**config.mk**
```make
export PLATFORM = sky130hd
export DESIGN_NAME = score_keeper_flat
export DESIGN_NICKNAME = d
export VERILOG_FILES = /design/src/rtl/score_keeper_if.sv /design/src/rtl/score_keeper.sv /design/src/flat_wrapper.sv
export SDC_FILE = /design/constraint.sdc
export NUM_CORES = 1
export LEC_CHECK = 0
export CAP_MARGIN = 20
export CORE_ASPECT_RATIO = 1.25
export CORE_MARGIN = 5
export CORE_UTILIZATION = 45
export DETAILED_ROUTE_END_ITERATION = 10
export PLACE_DENSITY = 0.76
export SYNTH_ARGS = -nofsm -noshare
export SYNTH_HDL_FRONTEND = slang
export SYNTH_SLANG_ARGS = --single-unit
```
**constraint.sdc**
```tcl
create_clock -name clk_i -period 1.6 [get_ports clk_i]
set_clock_uncertainty 0.1 [all_clocks]
set_input_delay 0.32 -clock clk_i [delete_from_list [all_inputs] [get_ports clk_i]]
set_output_delay 0.32 -clock clk_i [all_outputs]
set_load 0.005 [all_outputs]
```
**src/rtl/score_keeper_if.sv**
```systemverilog
`default_nettype none
//==[ score_keeper_if | control and score bundle between score_keeper and its neighbours | rev 1.0 ]==
interface score_keeper_if;
  logic       new_game_i;
  logic       frame_end_i;
  logic       miss_left_i;
  logic       miss_right_i;
  logic [5:0] score_player_1_o;
  logic [5:0] score_player_2_o;
  logic       ball_enable_o;
  logic       serve_o;
  logic       serve_dir_o;
  logic       game_over_o;
  logic       winner_o;

  modport slave (
    input  new_game_i, frame_end_i, miss_left_i, miss_right_i,
    output score_player_1_o, score_player_2_o, ball_enable_o,
    output serve_o, serve_dir_o, game_over_o, winner_o
  );

  modport master (
    output new_game_i, frame_end_i, miss_left_i, miss_right_i,
    input  score_player_1_o, score_player_2_o, ball_enable_o,
    input  serve_o, serve_dir_o, game_over_o, winner_o
  );
endinterface
`default_nettype wire

```
**src/rtl/score_keeper.sv**
```systemverilog
`default_nettype none
//==[ score_keeper | pong match scoring: serve delay, rally, point award, game over | rev 1.0 ]==
module score_keeper #(
  parameter int unsigned WIN_SCORE          = 11,
  parameter int unsigned SERVE_DELAY_FRAMES = 60
) (
  input  logic          clk_i,
  input  logic          rst_i,
  score_keeper_if.slave bus
);

  localparam logic [5:0] c_win_score   = 6'(WIN_SCORE);
  localparam logic [7:0] c_serve_delay = 8'(SERVE_DELAY_FRAMES);

  typedef enum logic [1:0] {
    IDLE       = 2'd0,
    SERVE_WAIT = 2'd1,
    PLAY       = 2'd2,
    GAME_OVER  = 2'd3
  } state_t;

  state_t     state_q, state_d;
  logic [5:0] score_p1_q, score_p1_d;
  logic [5:0] score_p2_q, score_p2_d;
  logic [7:0] delay_cnt_q, delay_cnt_d;
  logic       miss_left_prev_q, miss_right_prev_q;
  logic       ball_enable_q;
  logic       serve_q, serve_d;
  logic       serve_dir_q, serve_dir_d;
  logic       game_over_q;
  logic       winner_q, winner_d;

  logic       w_left_edge, w_right_edge;
  logic [5:0] w_p1_inc, w_p2_inc;

  assign w_left_edge  = bus.miss_left_i  & ~miss_left_prev_q;
  assign w_right_edge = bus.miss_right_i & ~miss_right_prev_q;
  assign w_p1_inc     = score_p1_q + 6'd1;
  assign w_p2_inc     = score_p2_q + 6'd1;

  always_comb begin
    state_d     = state_q;
    score_p1_d  = score_p1_q;
    score_p2_d  = score_p2_q;
    delay_cnt_d = delay_cnt_q;
    serve_d     = 1'b0;
    serve_dir_d = serve_dir_q;
    winner_d    = winner_q;

    // A restart request wins over anything else happening this cycle.
    if (bus.new_game_i) begin
      state_d     = SERVE_WAIT;
      score_p1_d  = '0;
      score_p2_d  = '0;
      delay_cnt_d = '0;
      serve_dir_d = 1'b0;
      winner_d    = 1'b0;
    end else begin
      case (state_q)
        SERVE_WAIT: begin
          if (delay_cnt_q == c_serve_delay) begin
            serve_d     = 1'b1;
            delay_cnt_d = '0;
            state_d     = PLAY;
          end else if (bus.frame_end_i) begin
            delay_cnt_d = delay_cnt_q + 8'd1;
          end
        end
        PLAY: begin
          if (w_left_edge && w_right_edge) begin
            state_d = SERVE_WAIT;
          end else if (w_right_edge) begin
            // Next serve goes toward the player who just lost the point.
            score_p1_d  = w_p1_inc;
            serve_dir_d = 1'b1;
            if (w_p1_inc == c_win_score) begin
              state_d  = GAME_OVER;
              winner_d = 1'b0;
            end else begin
              state_d = SERVE_WAIT;
            end
          end else if (w_left_edge) begin
            score_p2_d  = w_p2_inc;
            serve_dir_d = 1'b0;
            if (w_p2_inc == c_win_score) begin
              state_d  = GAME_OVER;
              winner_d = 1'b1;
            end else begin
              state_d = SERVE_WAIT;
            end
          end
        end
        default: ;
      endcase
    end
  end

  always_ff @(posedge clk_i or posedge rst_i) begin
    if (rst_i) begin
      state_q           <= IDLE;
      score_p1_q        <= '0;
      score_p2_q        <= '0;
      delay_cnt_q       <= '0;
      miss_left_prev_q  <= 1'b0;
      miss_right_prev_q <= 1'b0;
      ball_enable_q     <= 1'b0;
      serve_q           <= 1'b0;
      serve_dir_q       <= 1'b0;
      game_over_q       <= 1'b0;
      winner_q          <= 1'b0;
    end else begin
      state_q           <= state_d;
      score_p1_q        <= score_p1_d;
      score_p2_q        <= score_p2_d;
      delay_cnt_q       <= delay_cnt_d;
      miss_left_prev_q  <= bus.miss_left_i;
      miss_right_prev_q <= bus.miss_right_i;
      ball_enable_q     <= (state_d == PLAY);
      serve_q           <= serve_d;
      serve_dir_q       <= serve_dir_d;
      game_over_q       <= (state_d == GAME_OVER);
      winner_q          <= winner_d;
    end
  end

  assign bus.score_player_1_o = score_p1_q;
  assign bus.score_player_2_o = score_p2_q;
  assign bus.ball_enable_o    = ball_enable_q;
  assign bus.serve_o          = serve_q;
  assign bus.serve_dir_o      = serve_dir_q;
  assign bus.game_over_o      = game_over_q;
  assign bus.winner_o         = winner_q;

endmodule
`default_nettype wire
```
**src/flat_wrapper.sv**
```systemverilog
// flat-port wrapper written by rule: the top's interface ports become plain ports
module score_keeper_flat 
#(
  parameter int unsigned WIN_SCORE          = 11,
  parameter int unsigned SERVE_DELAY_FRAMES = 60
)
  (clk_i, rst_i, bus_new_game_i, bus_frame_end_i, bus_miss_left_i, bus_miss_right_i, bus_score_player_1_o, bus_score_player_2_o, bus_ball_enable_o, bus_serve_o, bus_serve_dir_o, bus_game_over_o, bus_winner_o);
  score_keeper_if bus_i ();
  input  logic clk_i;
  input  logic rst_i;
  input wire logic [$bits(bus_i.new_game_i)-1:0] bus_new_game_i;
  input wire logic [$bits(bus_i.frame_end_i)-1:0] bus_frame_end_i;
  input wire logic [$bits(bus_i.miss_left_i)-1:0] bus_miss_left_i;
  input wire logic [$bits(bus_i.miss_right_i)-1:0] bus_miss_right_i;
  output wire logic [$bits(bus_i.score_player_1_o)-1:0] bus_score_player_1_o;
  output wire logic [$bits(bus_i.score_player_2_o)-1:0] bus_score_player_2_o;
  output wire logic [$bits(bus_i.ball_enable_o)-1:0] bus_ball_enable_o;
  output wire logic [$bits(bus_i.serve_o)-1:0] bus_serve_o;
  output wire logic [$bits(bus_i.serve_dir_o)-1:0] bus_serve_dir_o;
  output wire logic [$bits(bus_i.game_over_o)-1:0] bus_game_over_o;
  output wire logic [$bits(bus_i.winner_o)-1:0] bus_winner_o;
  assign bus_i.new_game_i = bus_new_game_i;
  assign bus_i.frame_end_i = bus_frame_end_i;
  assign bus_i.miss_left_i = bus_miss_left_i;
  assign bus_i.miss_right_i = bus_miss_right_i;
  assign bus_score_player_1_o = bus_i.score_player_1_o;
  assign bus_score_player_2_o = bus_i.score_player_2_o;
  assign bus_ball_enable_o = bus_i.ball_enable_o;
  assign bus_serve_o = bus_i.serve_o;
  assign bus_serve_dir_o = bus_i.serve_dir_o;
  assign bus_game_over_o = bus_i.game_over_o;
  assign bus_winner_o = bus_i.winner_o;
  score_keeper #(.WIN_SCORE(WIN_SCORE), .SERVE_DELAY_FRAMES(SERVE_DELAY_FRAMES)) u_core (.clk_i(clk_i), .rst_i(rst_i), .bus(bus_i));
endmodule
```
Word level (Yosys, flattened, before mapping). Index checks and enable logic that the tools add are counted. Widths: inputs -> output; s select.

Register bits after elaboration: 29. Latch bits: 0. Bits in writable memories: 0. ROM bits: 0. Bits of input ports: 6. Output and inout bits: 17. Word-level logic and storage cells: 77. Memories: 0.

$add $sub $neg: 3. Multiply operators: 0. Divide/modulo/power cells: 0. $lt $le $gt $ge: 0. Equal/unequal tests: 10. Shift operators: 0. Multiplexer cells: 36. Bitwise gates (word level): 4. Reductions and logical operators: 13.

Operator list (count): $mux 6 (9); $mux 8 (4); $mux 1 (15); $mux 2 (7); $add 6x1->6 const B (2); $eq 6x4->1 const B (2); $reduce_bool 3->1 (3); $add 8x1->8 const B (1); $eq 8x6->1 const B (1); $reduce_bool 2->1 (4); $eq 2x2->1 const B (3); $reduce_and 3->1 (2); $reduce_and 5->1 (1); $ne 2x2->1 const B (2); $pmux 2 s2 (1); $reduce_and 4->1 (1); $ne 3x3->1 const B (1); $and 1x1->1 (2); $eq 2x1->1 const B (1); $not 1->1 (2); $reduce_and 2->1 (1); $logic_and 1x1->1 (1).

Longest topological paths before layout.
Depth in word-level cells: 9. Mapped depth: 8. Mapped depth without buffers: 7.

Worst setup path after synthesis. No wires, ideal clock.

Path kind: flip-flop to flip-flop. From: register u_core.delay_cnt_q[0]. To: register u_core.delay_cnt_q[4]. Library setup time: 78 ps. Arrival: 1547 ps. Required time: 1422 ps. Setup slack: -125 ps. Stages on the path, launching flop included: 8. Path through: dfrtp_1 inv_1 ha_1 and4bb_4 a21oi_2 o21a_1 or3_1 a21oi_1.

Longest elaborated chain between the ends: 5. Elaborated cells on any way between the ends: 8.

Ends and longest elaborated chain: start: declaration (line score_keeper.sv:25) `logic [7:0] delay_cnt_q, delay_cnt_d;`; start signal: assignment (line score_keeper.sv:115) `delay_cnt_q <= delay_cnt_d;`; $add 8x1->8 (line score_keeper.sv:66) `delay_cnt_d = delay_cnt_q + 8'd1;`; $mux 8 (line score_keeper.sv:65) `end else if (bus.frame_end_i) begin`; $mux 8 (line score_keeper.sv:61) `if (delay_cnt_q == c_serve_delay) begin`; $mux 8 (line score_keeper.sv:59) `case (state_q)`; $mux 8 (line score_keeper.sv:51) `if (bus.new_game_i) begin`.

Several ways; a longest one is shown, not always the timed one. The select of a mux whose other input is x is not followed. A chain may end at the register's enable or synchronous reset.

Final worst setup path.
From: register u_core.score_p2_q[0] (netlist: u_core.bus.score_player_2_o[0]). To: register u_core.ball_enable_q (netlist: u_core.bus.ball_enable_o).

Longest elaborated chain between the ends: 9.

Ends and longest elaborated chain: start: declaration (line score_keeper.sv:24) `logic [5:0] score_p2_q, score_p2_d;`; start signal: assignment (line score_keeper.sv:114) `score_p2_q <= score_p2_d;`; $add 6x1->6 (line score_keeper.sv:39) `assign w_p2_inc = score_p2_q + 6'd1;`; $eq 6x4->1 (line score_keeper.sv:85) `if (w_p2_inc == c_win_score) begin`; $mux 2 (line score_keeper.sv:85); $mux 2 (line score_keeper.sv:82) `end else if (w_left_edge) begin`; $mux 2 (line score_keeper.sv:72) `end else if (w_right_edge) begin`; $mux 2 (line score_keeper.sv:70) `if (w_left_edge && w_right_edge) begin`; $pmux 2 s2 (line score_keeper.sv:59); $mux 2 (line score_keeper.sv:51); $eq 2x2->1 (line score_keeper.sv:118) `ball_enable_q <= (state_d == PLAY);`; end signal: assignment (line score_keeper.sv:118); end: declaration (line score_keeper.sv:27) `logic ball_enable_q;`.

No other way between the ends.

==> impl_metrics.py <==
metrics = {
    "clocking": {
        "insertion_delay_ps": 280,
        "cts_sinks": 29,
        "cts_made_buffers": 5,
        "htreeDepth": 2,
        "cts_tree": "done",
        "clockBufferDepth": 2,
        "clk_pin_slew_ps": 70,
        "clock-root-buffer": "clkbuf_8",
        "cts_hold_buf": 0,
    },
    "routing": {
        "firstDrtPassIters": 4,
        "ant_nets": 0,
        "wl_per_cell_um": 17.3,
        "drt_iter0_markers": 69,
        "drc": 0,
        "num_vias": 1643,
        "vias_per_cell": 5.49,
        "wirelength_mm": 5.18,
    },
    "floorplan": {
        "rows": 24,
        "die_w_um": 63.9,
        "io_pins": 23,
        "start_util_pct": 46.9,
        "die_y_um": 77.3,
        "die_area_um2": 4940,
        "design.core.area_um2": 3480,
    },
    "setup_path": {
        "crit_path_end_kind": "flop",
        "worst_path_largest_cell_delay_ps": 450,
        "critPathLaunchType": "flop",
        "worstPathCellList": "ha_4 > nor3_2 > a31oi_1 > nor4b_2 > a41oi_2 > a21oi_1",
        "cpMaxStageDelayCell": "dfrtp_2",
        "criticalPathCategory": "reg2reg",
        "worstPathRequired_ps": 1680,
        "worstPathBufferInverterCount": 0,
        "cp_max_fo": 4,
        "crit_family": "compound AO/OA/AOI/OAI gates",
        "critPathArrivalTime_ps": 1940,
    },
    "placement": {
        "dp_slack_ps": -396,
        "portBuffers": 22,
        "hpwl_mm": 3.04,
        "gp_congestion": 0.806,
        "placed_cells": 268,
    },
    "timing": {
        "fin_crit_ps": 1870,
        "fin_ws_ps": -269,
        "finalCritPeriodShare_pct": 117,
        "setup_tns_ps": -1240,
        "setup_viol": 14,
        "finalHoldViolCount": 0,
        "fmax_ghz": 0.535,
        "drv_slew": 0,
        "worst_slew_pin_slew_ps": 320,
        "grt_setup_unrepaired": "true",
        "fin_hold_ws_ps": 162,
        "max_slew_margin_pct": 78.6,
    },
    "global_routing": {
        "grt_pass1_vias": 1749,
        "overflow": 0,
        "grt_pass1_wl_mm": 7.84,
        "antenna_found_initial": 0,
        "grt_max_degree": 30,
        "grt.total_usage_pct": 19.4,
    },
    "logic_synthesis": {
        "syn_inst": 169,
        "synth_area_um2": 1630,
        "synthArstFlopShare_pct": 100,
        "synth_warnings": 0,
        "synth_fp_nets": 183,
        "yosysUniqueCellTypes": 47,
        "avgSynthCellArea_um2": 9.66,
        "synth-edff-count": 0,
        "yosysSeqAreaShare_pct": 44.4,
        "ys_ff_latch": 29,
        "ys.flop_type": "dfrtp_1",
    },
    "layout": {
        "final_core_utilization_pct": 76.9,
        "most-common-layout-cells": "buf_4 (62), dfrtp_1 (23), nor2_1 (19)",
        "drive_above_1_share_pct": 47.3,
        "fin_cells": 299,
        "area_growth_pct": 64.1,
        "layout_commonest_cell": "buf_4",
        "num_antenna_cells": 0,
        "fillers": 217,
        "fin_nets": 273,
    },
    "min_path": {
        "hp-class": "in2reg",
    },
    "status": {
        "outcome": "finished with violations",
        "violations": "negative setup slack",
    },
    "pwr": {
        "vdd_drop_max_v": 0.000742,
        "cellPowerDensity_nw_per_um2": 551,
        "leakage_nw": 1.30,
    },
    "job": {
        "maxCapViolations": 0,
    },
}
==> state kept, by name, summed over array words and instances (netlist names) <==
| register | flops |
|---|---|
| u_core.miss_right_prev_q | 1 |
| u_core.bus.winner_o | 1 |
| u_core.bus.game_over_o | 1 |
| u_core.bus.serve_dir_o | 1 |
| u_core.delay_cnt_q | 8 |
| u_core.bus.score_player_2_o | 6 |
| u_core.miss_left_prev_q | 1 |
| u_core.bus.serve_o | 1 |
| u_core.bus.ball_enable_o | 1 |
| u_core.bus.score_player_1_o | 6 |
| u_core.state_q | 2 |
==> worst register-to-register path, cell delays in order (launching register included) <==
cell and delay, ps:
dfrtp_2 450, ha_4 180, nor3_2 120, a31oi_1 70
nor4b_2 370, a41oi_2 200, a21oi_1 280
==> cell type report <==
type,count,area (um^2),share of cell area [%]
multi-input cells,123,1030,38.3
flip-flops and latches,29,733,27.4
repair buffers,89,747,27.9
clock inverters,2,10.0,0.374
well taps,39,48.8,1.82
clock buffers,6,72.6,2.71
inverters,11,41.3,1.54
==> synth_stat cells (all sizes together) (2+ instances only) <==
cell	n	area share, %
dfrtp	29	44
nor2	19	4.4
nand2	12	2.8
inv	11	2.5
xnor2	11	5.9
a21oi	10	3.3
ha	8	6.1
and3	5	2.0
nand3	5	1.5
xor2	5	2.7
buf	4	1.5
nor3	4	1.2
o21ai	4	1.2
a31oi	3	1.1
nand2b	3	1.1
nand4	3	1.1
nor3b	3	1.4
a211oi	2	0.92
a21boi	2	0.92
a311oi	2	1.1
clkbuf	2	1.1
nand3b	2	0.92
nor2b	2	0.77
or3	2	0.77
==> through the flow <==
stage	power (mW)	area (um^2)
after floorplan	0.815	1670
after global placement	0.878	2230
after detailed placement	0.886	2230
after CTS	1.45	2480
after global routing	1.53	2680
final	1.48	2680
==> path summary, 6_finish.rpt <==
kind	startpoint	to	slack, ps	cells past startpoint
hold / removal	bus_miss_left_i	u_core.miss_left_prev_q	160	1
min in group asynchronous	rst_i	u_core.bus.ball_enable_o	280	3
hold reg to reg	u_core.delay_cnt_q[4]	u_core.delay_cnt_q[4]	470	2
setup / recovery	u_core.bus.score_player_2_o[0]	u_core.bus.ball_enable_o	-270	6
max in group asynchronous	rst_i	u_core.bus.score_player_1_o[0]	950	3
setup reg to reg	u_core.bus.score_player_2_o[0]	u_core.bus.ball_enable_o	-270	6
==> power by group <==
part | total (mW) | internal, mW | switching, mW
Clock | 0.579 | 0.301 | 0.278
Combinational | 0.149 | 0.0761 | 0.0728
Sequential | 0.748 | 0.741 | 0.00654
==> cells by family (layout without fill, tap and decap cells) <==
| group | count (synthesis) | count (layout) | synth area share (%) |
|---|---|---|---|
| AO/OA/AOI/OAI | 31 | 31 | 12.7 |
| adder cells (fa/ha/maj) | 8 | 8 | 6.13 |
| buffers and inverters | 17 | 108 | 5.13 |
| XOR/XNOR | 16 | 16 | 8.58 |
| multiplexers | 1 | 1 | 0.613 |
| AND/OR/NAND/NOR | 67 | 67 | 22.4 |
| flip-flops | 29 | 29 | 44.4 |
==> routing by layer <==
metal / part of all wire [%] / GRT usage (%) / up-vias
li1: - / - / 766
met1: 39 / 22.1 / 809
met2: 56 / 35.4 / 51
met3: 3.3 / 4.34 / 17
met4: 2.2 / 5.82 / 0
met5: 0 / 0 / -
==> what timing repair did <==
action                                 CTS  global route
setup buffers                           13            10
endpoints found under the hold margin    0             0
setup endpoints to repair               24            24
resized for setup                       28            29
pin swaps                                9            20
(Power assumes the default switching activity.)
